$ cat src/rtl/fb_write_arbiter.sv
// fb_write_arbiter: two-requester write arbiter for framebuffer port A, with an
// optional full-framebuffer clear sequencer.
//
// Requester 0 (control module) has fixed priority over requester 1 (secondary
// writer). Requester 1 is not starved: after STARVE_LIMIT consecutive
// requester-0 grants taken while requester 1 waits, requester 1 wins the next
// contested cycle. Acks are combinational. An accepted payload reaches the
// registered RAM drive one cycle later.
//
// Build option: define FB_CLEAR_EN to include the CLEAR state. In CLEAR, every
// address from 0 up to all-ones is written with zero in ascending order,
// one per cycle. Without FB_CLEAR_EN, clear_start is ignored and clear_busy
// is tied low.
//
// Ports:
//   clk_in, reset           clock, asynchronous active-low reset
//   req0/addr0/data0/ack0   requester 0 write handshake
//   req1/addr1/data1/ack1   requester 1 write handshake
//   clear_start             single-cycle pulse that starts a full clear
//   clear_busy              high while the clear sequence runs
//   ram_address, ram_data_out, ram_write_enable, ram_clk_enable
//                           registered port-A drive
module fb_write_arbiter #(
  parameter int unsigned ADDR_WIDTH   = 12,
  parameter int unsigned DATA_WIDTH   = 8,
  parameter logic [3:0]  STARVE_LIMIT = 4'd8
) (
  input  logic                  clk_in,
  input  logic                  reset,
  input  logic                  req0,
  input  logic                  req1,
  input  logic [ADDR_WIDTH-1:0] addr0,
  input  logic [ADDR_WIDTH-1:0] addr1,
  input  logic [DATA_WIDTH-1:0] data0,
  input  logic [DATA_WIDTH-1:0] data1,
  output logic                  ack0,
  output logic                  ack1,
  input  logic                  clear_start,
  output logic                  clear_busy,
  output logic [ADDR_WIDTH-1:0] ram_address,
  output logic [DATA_WIDTH-1:0] ram_data_out,
  output logic                  ram_write_enable,
  output logic                  ram_clk_enable
);

  logic                  arb_en;    // requester arbitration allowed this cycle
  logic                  clr_wr;    // clear write issued this cycle
  logic [ADDR_WIDTH-1:0] clr_addr;

`ifdef FB_CLEAR_EN
  typedef enum logic [0:0] {StIdle, StClear} state_e;

  state_e                state_q, state_d;
  logic [ADDR_WIDTH-1:0] clr_cnt_q, clr_cnt_d;
  logic                  clr_last;

  assign clr_last = &clr_cnt_q;
  assign clr_addr = clr_cnt_q;

  always_ff @(posedge clk_in or negedge reset) begin
    if (!reset) begin
      state_q   <= StIdle;
      clr_cnt_q <= '0;
    end else begin
      state_q   <= state_d;
      clr_cnt_q <= clr_cnt_d;
    end
  end

  // clear_start is not looked at in StClear, so a repeat pulse neither
  // restarts nor extends the sequence.
  always_comb begin
    state_d   = state_q;
    clr_cnt_d = '0;
    unique case (state_q)
      StIdle: begin
        if (clear_start) state_d = StClear;
      end
      StClear: begin
        // Stop on all-ones rather than wrapping into a second pass.
        if (clr_last) begin
          state_d = StIdle;
        end else begin
          clr_cnt_d = clr_cnt_q + 1'b1;
        end
      end
      default: state_d = StIdle;
    endcase
  end

  always_comb begin
    arb_en     = (state_q == StIdle);
    clr_wr     = (state_q == StClear);
    clear_busy = (state_q == StClear);
  end
`else
  logic unused_clear_start;

  assign unused_clear_start = clear_start;
  assign arb_en             = 1'b1;
  assign clr_wr             = 1'b0;
  assign clr_addr           = '0;
  assign clear_busy         = 1'b0;
`endif

  // Arbitration
  logic [3:0] starve_q, starve_d;
  logic       force1, grant0, grant1;

  // Requester 1 wins when uncontested or once its wait reaches the limit.
  assign force1 = req1 & (~req0 | (starve_q == STARVE_LIMIT));
  assign grant1 = arb_en & force1;
  assign grant0 = arb_en & req0 & ~force1;

  // Gated by reset so the acks read zero while reset is held low.
  assign ack0 = reset & grant0;
  assign ack1 = reset & grant1;

  always_comb begin
    starve_d = starve_q;
    if (!req1 || grant1) begin
      starve_d = '0;
    end else if (grant0) begin
      starve_d = starve_q + 4'd1;
    end
  end

  // Registered port-A drive
  logic [ADDR_WIDTH-1:0] ram_addr_q, ram_addr_d;
  logic [DATA_WIDTH-1:0] ram_data_q, ram_data_d;
  logic                  ram_we_q, ram_we_d;

  always_comb begin
    ram_addr_d = ram_addr_q;
    ram_data_d = ram_data_q;
    ram_we_d   = 1'b0;
    if (grant0) begin
      ram_addr_d = addr0;
      ram_data_d = data0;
      ram_we_d   = 1'b1;
    end else if (grant1) begin
      ram_addr_d = addr1;
      ram_data_d = data1;
      ram_we_d   = 1'b1;
    end else if (clr_wr) begin
      ram_addr_d = clr_addr;
      ram_data_d = '0;
      ram_we_d   = 1'b1;
    end
  end

  always_ff @(posedge clk_in or negedge reset) begin
    if (!reset) begin
      starve_q   <= '0;
      ram_addr_q <= '0;
      ram_data_q <= '0;
      ram_we_q   <= 1'b0;
    end else begin
      starve_q   <= starve_d;
      ram_addr_q <= ram_addr_d;
      ram_data_q <= ram_data_d;
      ram_we_q   <= ram_we_d;
    end
  end

  assign ram_address      = ram_addr_q;
  assign ram_data_out     = ram_data_q;
  assign ram_write_enable = ram_we_q;
  assign ram_clk_enable   = ram_we_q;

endmodule

$ cat config.mk
export PLATFORM = sky130hd
export DESIGN_NAME = fb_write_arbiter
export DESIGN_NICKNAME = d
export VERILOG_FILES = /design/src/rtl/fb_write_arbiter.sv
export SDC_FILE = /design/constraint.sdc
export NUM_CORES = 1
export LEC_CHECK = 0
export BUFFER_PORTS_ARGS = -buffer_cell sky130_fd_sc_hd__buf_2
export CORE_MARGIN = 2
export CORE_UTILIZATION = 44
export CTS_BUF_LIST = sky130_fd_sc_hd__clkbuf_4 sky130_fd_sc_hd__clkbuf_8
export CTS_CLUSTER_SIZE = 20
export DETAILED_ROUTE_END_ITERATION = 10
export GPL_TIMING_DRIVEN = 0
export HOLD_SLACK_MARGIN = 0.03
export PLACE_DENSITY = 0.83
export RECOVER_POWER = 100
export SYNTH_ARGS = -nofsm -noshare
export SYNTH_HDL_FRONTEND = slang
export SYNTH_SLANG_ARGS = --single-unit
$ cat constraint.sdc
create_clock -name clk_in -period 2.2 [get_ports clk_in]
set_input_delay 0.11 -clock clk_in [delete_from_list [all_inputs] [get_ports clk_in]]
set_output_delay 0.11 -clock clk_in [all_outputs]
set_load 0.005 [all_outputs]
# ---- Word level (Yosys, flattened, before mapping)
# Index checks and enable logic that the tools add are counted.
dict set report op_classes {
  addsub 1
  n_eq_ne 1
  mux 8
  bitwise 7
  n_reduce_logical 4
}
# op n
set ops {}
lappend ops {{2-to-1 mux 12 bit} 2}
lappend ops {{2-to-1 mux 8 bit} 2}
lappend ops {{2-to-1 mux 4 bit} 2}
lappend ops {{adder 4 x 1 -> 4 bit, second input constant} 1}
lappend ops {{AND 1 bit} 4}
lappend ops {{== test 4 bit, second input constant} 1}
lappend ops {{nonzero test 2 bit} 2}
lappend ops {{2-to-1 mux 1 bit} 2}
lappend ops {{NOT 1 bit} 2}
lappend ops {{logical NOT 1 bit} 1}
lappend ops {{logical OR 1 bit} 1}
lappend ops {{OR 1 bit} 1}
dict set report word_totals {
  register_bits 25
  in_bits 45
  output_inout_bits 25
  elab_cells 25
}

# ---- Depth between registers and ports, before layout
# Gate-level depths: netlist of the first run.
dict set report depth {
  ltp_word 7
  mapped_depth 6
  mapped_depth_nobuf 5
}

# ---- Worst setup path before layout of the first run
# No wires, ideal clock.
dict set report synth_timing {
  path_type {register to register}
  from {reg starve_q[0]}
  to {reg ram_addr_q[10], in the netlist ram_address[10]}
  setup_ps 126
  arrival_ps 1385
  required_time_ps 2074
  slack_ps 689
  stages_incl_launch_ff 7
  path_buffers 1
  period_less_slack_ps 1511
  cell_sequence {dfrtp_1 > inv_1 > ha_1 > nand4b_4 > and2_4 > buf_6 > a221o_1}
}
dict set report synth_between {
  elab_chain_cells 6
  word_cells_on_any_way 7
  classes_between {eq/ne (1); mux (1); bitwise (4); reduce/logical (1)}
}
# element line_no
set synth_rtl {}
lappend synth_rtl {{start: declaration} 107} ;# logic [3:0] starve_q, starve_d;
lappend synth_rtl {{start signal: assignment} 159} ;# starve_q <= starve_d;
lappend synth_rtl {{== test 4 bit (*)} 111} ;# assign force1 = req1 & (~req0 | (starve_q == STARVE_LIMIT));
lappend synth_rtl {{OR 1 bit (*)} 111}
lappend synth_rtl {{AND 1 bit (*)} 111}
lappend synth_rtl {{NOT 1 bit} 113} ;# assign grant0 = arb_en & req0 & ~force1;
lappend synth_rtl {{AND 1 bit} 113}
lappend synth_rtl {{2-to-1 mux 12 bit / nonzero test 2 bit (equally long branches)} -}
lappend synth_rtl {{end signal: assignment} 160} ;# ram_addr_q <= ram_addr_d;
lappend synth_rtl {{end: declaration} 129} ;# logic [ADDR_WIDTH-1:0] ram_addr_q, ram_addr_d;
# Mark *: on every way between the ends. The rest lies on a longest branch, timed or not.
# A chain may end at the register's enable or synchronous reset.

# ---- Worst setup path after layout of the first run
dict set report layout_timing {
  from {reg starve_q[0]}
  to {reg ram_data_q[7], in the netlist ram_data_out[7]}
}
dict set report layout_between {
  elab_chain_cells 6
  word_cells_on_any_way 7
  classes_between {eq/ne (1); mux (1); bitwise (4); reduce/logical (1)}
}
# element line_no
set layout_rtl {}
lappend layout_rtl {{== test 4 bit (*)} 111}
lappend layout_rtl {{OR 1 bit (*)} 111}
lappend layout_rtl {{AND 1 bit (*)} 111}
lappend layout_rtl {{NOT 1 bit} 113}
lappend layout_rtl {{AND 1 bit} 113}
lappend layout_rtl {{2-to-1 mux 8 bit / nonzero test 2 bit (equally long branches)} -}
lappend layout_rtl {{end signal: assignment} 161} ;# ram_data_q <= ram_data_d;
lappend layout_rtl {{end: declaration} 130} ;# logic [DATA_WIDTH-1:0] ram_data_q, ram_data_d;
# Marks and branches as above.

==> impl_metrics.csv, run 1 <==
group,metric,value,unit
outcome,status,"finished clean",
logic_synthesis,syn_nets,148,
die,die_w,56.2,µm
layout,final_common_cell,"buf_2",
critical_path,crit_chain,"inv_2 > ha_4 > nand4b_4 > and2_4 > buf_6 > a221o_1 > dlygate4sd3_1",
layout,drive_gt1_share,37.7,%
timing,finalSetupViolations,0,
global_route,grt_pass1_vias,1214,
timing,min_period_over_period,98.5,%
global_route,grt_overflow_total,0,
clock_network,clk_latency,310,ps
placement,gp_congestion,0.716,
timing,timing.final.max_slew_violations,0,
pwr,power_switching,255,µW
clock_network,cts_tree,"done",
placement,placedInstanceArea,0.00156,mm²
critical_path,worst-path-buf-inv,3,
placement,port_buffers,65,
logic_synthesis,ys_warn_count,0,
critical_path,critPathArrivalTime,2370,ps
route,vias,1240,
pwr,leakagePower,0.967,nW
timing,holdWs,57.9,ps
route,post-route-drc-count,0,
clock_network,cts-root-buf,"clkbuf_4",
critical_path,cp-start-kind,"flop",
die,fp.dieH,56.2,µm
timing,fin_ws,33.4,ps
global_route,track_usage,21.2,%
worst_hold_path,hp-class,"in -> reg",
critical_path,critical-path-top-delay-family,"buffers and inverters",
logic_synthesis,synth_area,0.00120,mm²
die,dieArea,0.00316,mm²
critical_path,critPathMaxFanout,10,
pwr,sw_frac_of_total,25.9,%
clock_network,cts.clk_slew.worst_paths,130,ps
critical_path,slowest_delay,570,ps
route,drt_iter0_markers,38,
route,viasPerCell,5.23,
route,wl_per_cell,16.0,µm
route,firstDrtPassIters,4,
route,final_antenna_net_count,0,
layout,nets,255,
timing,tns,0,ps
critical_path,critical_path.slowest_cell,"dlygate4sd3_1",
pwr,intPower,729,µW
clock_network,htree_levels,1,
logic_synthesis,ys_types,23,
timing,tightest_slew,567,ps
placement,dp.cells,196,
timing,fin_crit,2170,ps
pwr,worst_ir_drop_vdd,378,µV
critical_path,worst_setup_path_end_kind,"flop",
logic_synthesis,yosysSeqAreaShare,52.2,%
global_route,antenna_found_initial,0,
die,io_pins,70,
layout,instances_no_fill,237,
logic_synthesis,synth-seq-cells,25,
timing,hold_viol_final,0,
logic_synthesis,synth_cells,101,
layout,antenna_cells,0,
layout,final_cell_mix,"58 x buf_2, 35 x dlygate4sd3_1, 25 x dfrtp_1, 18 x and2_1, 17 x a221o_1",
die,core_region_area,0.00252,mm²
die,rows,18,
clock_network,clockBufferDepth,2,
timing,max_freq,0.462,GHz
layout,final_area,0.00196,mm²
timing,fin_skew,2.35,ps
critical_path,critPathKind,"reg -> reg",
pwr,pwr-share-seq,52.5,%
layout,area_delta_synth_final,63.9,%
pwr,p_clk_share,22.1,%
die,initial_core_util,47.5,%
clock_network,cts_buffers,3,
global_route,grt_pass1_wl,5.33,mm
global_route,grt_max_degree,28,
clock_network,cts_sinks,25,
pwr,p_per_area,501,mW/mm²
placement,hpwl,2.18,mm
critical_path,required,2410,ps
job,max_cap_viol_count,0,
route,wirelength,3.78,mm
timing,slew_headroom,62.2,%
placement,pre_cts_slack,386,ps
logic_synthesis,synth_area_per_cell,11.9,µm²
pwr,power_frac_comb,25.4,%
worst paths after layout:
kind,cells past startpoint,endpoint,startpoint,slack [ps]
setup / recovery,7,ram_data_out[7]$_DFFE_PN0P_,starve_q[0]$_DFFE_PN0P_,30
setup reg to reg,7,ram_data_out[7]$_DFFE_PN0P_,starve_q[0]$_DFFE_PN0P_,30
max in group asynchronous,2,ram_data_out[3]$_DFFE_PN0P_,reset,1510
hold reg to reg,1,starve_q[0]$_DFFE_PN0P_,starve_q[0]$_DFFE_PN0P_,530
min in group asynchronous,2,ram_address[5]$_DFFE_PN0P_,reset,320
hold / removal,2,ram_address[2]$_DFFE_PN0P_,addr0[2],60
sequential cells by signal, summed over array words and instances (netlist names):
register / count
ram_clk_enable: 1
ram_data_out: 8
starve_q: 4
ram_address: 12
power by group through the flow:
stage                     Combinational [mW]  Sequential, mW  Clock (mW)
after floorplan                       0.0823           0.526           0
after global placement                 0.180           0.521           0
after detailed placement               0.186           0.523           0
after CTS                              0.216           0.514       0.216
after global routing                   0.271           0.520       0.247
final                                  0.250           0.517       0.217
synth_stat cells:
| cell type | number | area share, % |
|---|---|---|
| buf_4 | 4 | 2.5 |
| nand4b_4 | 1 | 2.0 |
| xnor2_1 | 1 | 0.73 |
| nor2_2 | 1 | 0.52 |
| conb_1 | 1 | 0.31 |
| inv_1 | 7 | 2.2 |
| o22ai_1 | 3 | 1.6 |
| nor2_1 | 4 | 1.3 |
| and2_4 | 1 | 0.73 |
| nand3_1 | 2 | 0.84 |
| mux2_2 | 3 | 2.8 |
| ha_1 | 2 | 2.1 |
| buf_6 | 2 | 1.9 |
| nand3b_1 | 1 | 0.63 |
| xor2_1 | 1 | 0.73 |
| dfrtp_1 | 25 | 52 |
| and2_1 | 18 | 9.4 |
| clkbuf_1 | 1 | 0.31 |
| a21boi_2 | 1 | 0.94 |
| buf_2 | 1 | 0.42 |
| a221o_1 | 17 | 14 |
| a21oi_1 | 3 | 1.3 |
| and3_1 | 1 | 0.52 |
area by class of cell:
| cell class | count | area, µm² |
|---|---|---|
| Buffer | 8 | 61.3 |
| Multi-Input combinational cell | 61 | 503 |
| Tap cell | 30 | 37.5 |
| Timing Repair Buffer | 102 | 681 |
| Fill cell | 161 | 558 |
| Inverter | 7 | 26.3 |
| Clock buffer | 4 | 30.0 |
| Sequential cell | 25 | 626 |
through the flow:
step,power [mW],utilization (%)
floorplan,0.608,-
global placement,0.701,61.9
detailed placement,0.709,61.9
CTS,0.945,71.0
global route,1.04,77.9
finish,0.984,77.9
routing by layer:
metal,GRT usage (%),part of all wire [%],wire (µm),up-vias
met5,0,0,0,-
met4,7.82,2.7,101,0
met3,3.72,5.8,218,10
met2,37.3,52,1950,54
met1,25.7,40,1510,600
li1,-,-,-,576
worst register-to-register path, cell delays in order (launching register included):
cell and delay, ps:
dfrtp_1 450, inv_2 80, ha_4 140, nand4b_4 130, and2_4 200, buf_6 140, a221o_1 360, dlygate4sd3_1 570
repair_timing:
item,4_1_cts,5_1_grt
endpoints found under the hold margin,38,10
buffers inserted,0,2
resized for setup,0,4
setup endpoints to repair,0,2
hold buffers,20,15
cell families (layout without fill, tap and decap cells):
logic type	Yosys count	count (layout)	share of synthesized area [%]
AO/OA/AOI/OAI	24	24	18.0
XOR/XNOR	2	2	1.46
adder cells (fa/ha/maj)	2	2	2.09
buffers and inverters	15	121	7.31
flip-flops	25	25	52.2
multiplexers	3	3	2.82
other	1	1	0.313
AND/OR/NAND/NOR	29	29	15.9
(Power assumes the default switching activity.)
==> inputs of run 2 (changes only) <==
--- a/config.mk
+++ b/config.mk
@@ -6,6 +6,7 @@
 export NUM_CORES = 1
 export LEC_CHECK = 0
 export BUFFER_PORTS_ARGS = -buffer_cell sky130_fd_sc_hd__buf_2
+export CORE_ASPECT_RATIO = 1.2
 export CORE_MARGIN = 2
 export CORE_UTILIZATION = 44
 export CTS_BUF_LIST = sky130_fd_sc_hd__clkbuf_4 sky130_fd_sc_hd__clkbuf_8
==> impl_metrics.csv, run 2 (synthesis gave the netlist of run 1 again) <==
group,metric,value,unit
pwr,intPower,721,µW
critical_path,cp-start-kind,"flop",
die,die_w,51.6,µm
layout,antenna_cells,0,
global_route,use_met3,2.43,%
layout,utilization,74.5,%
layout,regArea,626,µm²
route,wirelength,3.49,mm
layout,final_common_cell,"buf_2",
die,initial_core_util,47.0,%
critical_path,critPathArrivalTime,2360,ps
timing,tns,0,ps
timing,timing.final.max_slew_violations,0,
placement,port_buffers,65,
clock_network,htree_levels,1,
die,rows,20,
timing,tightest_slew,561,ps
pwr,leakagePower,0.937,nW
timing,finalSetupViolations,0,
global_route,grt_pass1_vias,1087,
clock_network,cts-root-buf,"clkbuf_4",
layout,multi_input_area,495,µm²
die,io_pins,70,
timing,hold_viol_final,0,
pwr,power,966,µW
pwr,sw_frac_of_total,25.4,%
clock_network,cts.clk_slew.worst_paths,130,ps
clock_network,cts_tree,"done",
critical_path,critPathKind,"reg -> reg",
global_route,use_met2,37.2,%
critical_path,worst_setup_path_end_kind,"flop",
global_route,track_usage,20.9,%
layout,final_cell_mix,"58 x buf_2, 29 x dlygate4sd3_1, 25 x dfrtp_1, 18 x and2_1, 17 x a221o_1",
pwr,power_frac_comb,24.3,%
timing,fin_crit,2160,ps
critical_path,critPathMaxFanout,10,
route,post-route-drc-count,0,
die,fp.dieH,61.2,µm
timing,min_period_over_period,98.1,%
placement,gp_congestion,0.793,
pwr,pwr-share-seq,53.5,%
global_route,grt_overflow_total,0,
layout,fillers,184,
pwr,p_per_area,508,mW/mm²
global_route,antenna_found_initial,0,
timing,fin_ws,42.0,ps
placement,pre_cts_slack,398,ps
global_route,use_met1,26.3,%
clock_network,clk_latency,310,ps
route,viasPerCell,5.12,
pwr,worst_ir_drop_vdd,559,µV
route,drt_iter0_markers,36,
placement,hpwl,2.26,mm
timing,fin_skew,6.47,ps
clock_network,cts_buffers,3,
route,firstDrtPassIters,4,
layout,largest_reg_flops,12,
layout,nets,249,
clock_network,clockBufferDepth,2,
critical_path,rr_worst_depth,7,
global_route,grt_max_degree,28,
route,final_antenna_net_count,0,
layout,final_area,0.00190,mm²
clock_network,cts_sinks,25,
timing,max_freq,0.463,GHz
placement,placedInstanceArea,0.00157,mm²
layout,area_delta_synth_final,58.6,%
die,dieArea,0.00316,mm²
die,core_region_area,0.00255,mm²
route,wl_per_cell,14.9,µm
route,vias,1199,
pwr,power_switching,245,µW
worst_hold_path,hp-class,"in -> reg",
global_route,busiest_layer,"met2",
critical_path,slowest_delay,560,ps
job,max_cap_viol_count,0,
worst_hold_path,whs_path_depth,2,
critical_path,crit_chain,"inv_1 > ha_4 > nand4b_4 > and2_4 > buf_6 > a221o_1 > dlygate4sd3_1",
outcome,status,"finished clean",
critical_path,critical_path.slowest_cell,"dlygate4sd3_1",
pwr,p_clk_share,22.2,%
layout,drive_gt1_share,38.3,%
timing,slew_headroom,62.6,%
global_route,grt_pass1_wl,4.99,mm
critical_path,required,2400,ps
-- run 2: area by class of cell --
class	instances	area share [%]
clock buffers	4	1.58
flip-flops and latches	25	32.9
plain buffers	8	3.23
well taps	33	2.17
inverters	7	1.38
multi-input cells	61	26.1
repair buffers	96	32.7
-- run 2: through the flow --
| stage | hold WS (ps) | std cells |
|---|---|---|
| 2_1_floorplan | -186 | 101 |
| 3_3_place_gp | 131 | 199 |
| 3_5_place_dp | 138 | 199 |
| 4_1_cts | 31.2 | 221 |
| 5_1_grt | 32.5 | 234 |
| 6_report | 35.1 | 234 |
-- run 2: worst max-delay path: cells and delay by family (launching register included) --
| kind | cells | cell delay [ps] |
|---|---|---|
| AND/OR/NAND/NOR | 2 | 320 |
| adder cells (fa/ha/maj) | 1 | 170 |
| AO/OA/AOI/OAI | 1 | 340 |
| buffers and inverters | 3 | 820 |
| flip-flops | 1 | 410 |
-- run 2: path summary, 6_finish.rpt --
path	from	end	slack, ps
hold reg to reg	starve_q[0]$_DFFE_PN0P_	starve_q[0]$_DFFE_PN0P_	560
setup / recovery	starve_q[0]$_DFFE_PN0P_	ram_data_out[5]$_DFFE_PN0P_	40
min in group asynchronous	reset	starve_q[3]$_DFFE_PN0P_	310
hold / removal	addr0[8]	ram_address[8]$_DFFE_PN0P_	40
max in group asynchronous	reset	ram_address[2]$_DFFE_PN0P_	1520
setup reg to reg	starve_q[0]$_DFFE_PN0P_	ram_data_out[5]$_DFFE_PN0P_	40
-- run 2: metal layers --
layer | up-vias | wire length (µm)
met3 | 12 | 128
met1 | 583 | 1400
met5 | - | 0
li1 | 560 | -
met4 | 0 | 110
met2 | 44 | 1850
-- run 2: timing repair --
action / 4_1_cts / 5_1_grt
gates resized for setup: 0 / 2
endpoints found under the setup margin: 0 / 3
endpoints found under the hold margin: 35 / 7
buffers inserted: 0 / 2
hold buffers: 18 / 11
-- run 2: power by group through the flow --
stage	combinational, mW	sequential (mW)	clock [mW]
floorplan	0.0823	0.526	0
global placement	0.179	0.521	0
detailed placement	0.186	0.524	0
CTS	0.214	0.515	0.217
global route	0.258	0.520	0.239
finish	0.235	0.517	0.214
==> inputs of run 3 (changes only) <==
--- a/config.mk
+++ b/config.mk
@@ -16,6 +16,8 @@
 export HOLD_SLACK_MARGIN = 0.03
 export PLACE_DENSITY = 0.83
 export RECOVER_POWER = 100
+export REMOVE_ABC_BUFFERS = 1
+export SKIP_LAST_GASP = 1
 export SYNTH_ARGS = -nofsm -noshare
 export SYNTH_HDL_FRONTEND = slang
 export SYNTH_SLANG_ARGS = --single-unit
==> impl_metrics.csv, run 3 (synthesis gave the netlist of run 1 again) <==
group,metric,value,unit
timing,max_freq,0.518,GHz
global_route,grt_pass1_wl,4.49,mm
critical_path,critPathMaxFanout,11,
route,drt_iter0_markers,37,
layout,regArea,626,µm²
clock_network,cts_tree,"done",
critical_path,critical-path-top-delay-family,"flip-flops",
die,io_pins,70,
layout,final_common_cell,"buf_2",
clock_network,cts-root-buf,"clkbuf_4",
route,viasPerCell,5.17,
timing,rsz0062_at_grt,"no",
placement,dp.cells,193,
layout,fillers,205,
global_route,grt_overflow_total,0,
critical_path,critPathArrivalTime,1820,ps
placement,gp_congestion,0.748,
die,core_region_area,0.00255,mm²
die,die_w,51.6,µm
pwr,intPower,684,µW
layout,largest_reg_flops,12,
placement,port_buffers,67,
clock_network,cts.clk_slew.worst_paths,120,ps
timing,tns,0,ps
route,post-route-drc-count,0,
outcome,status,"finished clean",
timing,finalSetupViolations,0,
critical_path,required,2090,ps
timing,timing.final.max_slew_violations,0,
layout,area_delta_synth_final,38.4,%
die,initial_core_util,47.0,%
timing,min_period_over_period,87.8,%
route,wl_per_cell,14.7,µm
global_route,track_usage,18.6,%
critical_path,critical_path.slowest_cell,"dfrtp_1",
layout,instances_no_fill,211,
route,final_antenna_net_count,0,
pwr,pwr-share-seq,56.5,%
critical_path,slowest_delay,430,ps
critical_path,crit_chain,"inv_1 > ha_1 > nand3b_1 > a21boi_4 > and2_1 > buf_2",
route,wirelength,3.11,mm
die,rows,20,
pwr,p_per_area,549,mW/mm²
clock_network,htree_levels,1,
timing,fin_ws,269,ps
pwr,power_switching,227,µW
layout,antenna_cells,0,
global_route,antenna_found_initial,0,
critical_path,cp-start-kind,"flop",
clock_network,clockBufferDepth,2,
clock_network,clk_latency,300,ps
timing,slew_headroom,43.1,%
route,firstDrtPassIters,4,
layout,final_cell_mix,"51 x buf_2, 25 x dfrtp_1, 19 x and2_1, 17 x a221o_1, 16 x clkbuf_1",
pwr,worst_ir_drop_vdd,254,µV
worst_hold_path,hp-class,"in -> reg",
pwr,leakagePower,0.812,nW
route,vias,1090,
timing,hold_viol_final,0,
pwr,sw_frac_of_total,24.9,%
timing,fin_crit,1930,ps
placement,pre_cts_slack,280,ps
global_route,grt_pass1_vias,1050,
clock_network,cts_sinks,25,
layout,nets,226,
pwr,power_frac_comb,21.2,%
timing,tightest_slew,851,ps
layout,drive_gt1_share,35.4,%
layout,multi_input_area,488,µm²
timing,fin_skew,3.36,ps
global_route,grt_max_degree,28,
job,max_cap_viol_count,0,
critical_path,worst-path-buf-inv,2,
critical_path,critPathKind,"reg -> out",
pwr,power,911,µW
placement,hpwl,2.06,mm
pwr,p_clk_share,22.4,%
die,fp.dieH,61.2,µm
clock_network,cts_buffers,3,
critical_path,worst_setup_path_end_kind,"primary output",
die,dieArea,0.00316,mm²
[run 3: timing repair]
action                                  4_1_cts  5_1_grt
buffers inserted                              0        3
endpoints found under the setup margin        1        1
pin swaps                                     0        1
gates resized for setup                       1        0
hold buffers                                  4        7
hold endpoints to repair                     28        5
[run 3: per-layer routing]
layer / wire (µm) / global-route usage [%]
met5: 0 / 0
met2: 1570 / 34.4
met1: 1270 / 22.9
met4: 61 / 4.89
met3: 207 / 2.67
[run 3: area by class of cell]
type | instances | share of cell area, %
sequential | 25 | 37.7
tap | 33 | 2.49
timing repair buffer | 81 | 27.0
clock buffer | 4 | 1.81
inverter | 7 | 1.58
multi-input combinational | 61 | 29.4
[run 3: final timing paths]
path,start,end,slack (ps),cells after the start
setup reg to reg,starve_q[0]$_DFFE_PN0P_,ram_address[3]$_DFFE_PN0P_,310,5
min in group asynchronous,reset,ram_address[10]$_DFFE_PN0P_,320,2
max in group asynchronous,reset,ram_address[3]$_DFFE_PN0P_,1510,2
hold / removal,data0[2],ram_data_out[2]$_DFFE_PN0P_,40,2
hold reg to reg,starve_q[0]$_DFFE_PN0P_,starve_q[0]$_DFFE_PN0P_,500,1
setup / recovery,starve_q[0]$_DFFE_PN0P_,ack1,270,6
[run 3: power groups by stage]
| stage | Combinational, mW | Sequential (mW) | Clock (mW) |
|---|---|---|---|
| CTS | 0.187 | 0.513 | 0.212 |
| global route | 0.212 | 0.520 | 0.231 |
| detailed placement | 0.179 | 0.522 | 0 |
| finish | 0.193 | 0.514 | 0.204 |
| floorplan | 0.0681 | 0.526 | 0 |
| global placement | 0.172 | 0.519 | 0 |
[run 3: metrics by stage]
| stage | util [%] | hold WS [ps] | cell area (µm²) |
|---|---|---|---|
| floorplan | - | -186 | 1140 |
| global placement | 59.3 | 123 | 1510 |
| detailed placement | 59.3 | 131 | 1510 |
| CTS | 62.4 | 32.7 | 1590 |
| global route | 65.0 | 31.6 | 1660 |
| finish | 65.0 | 40.0 | 1660 |
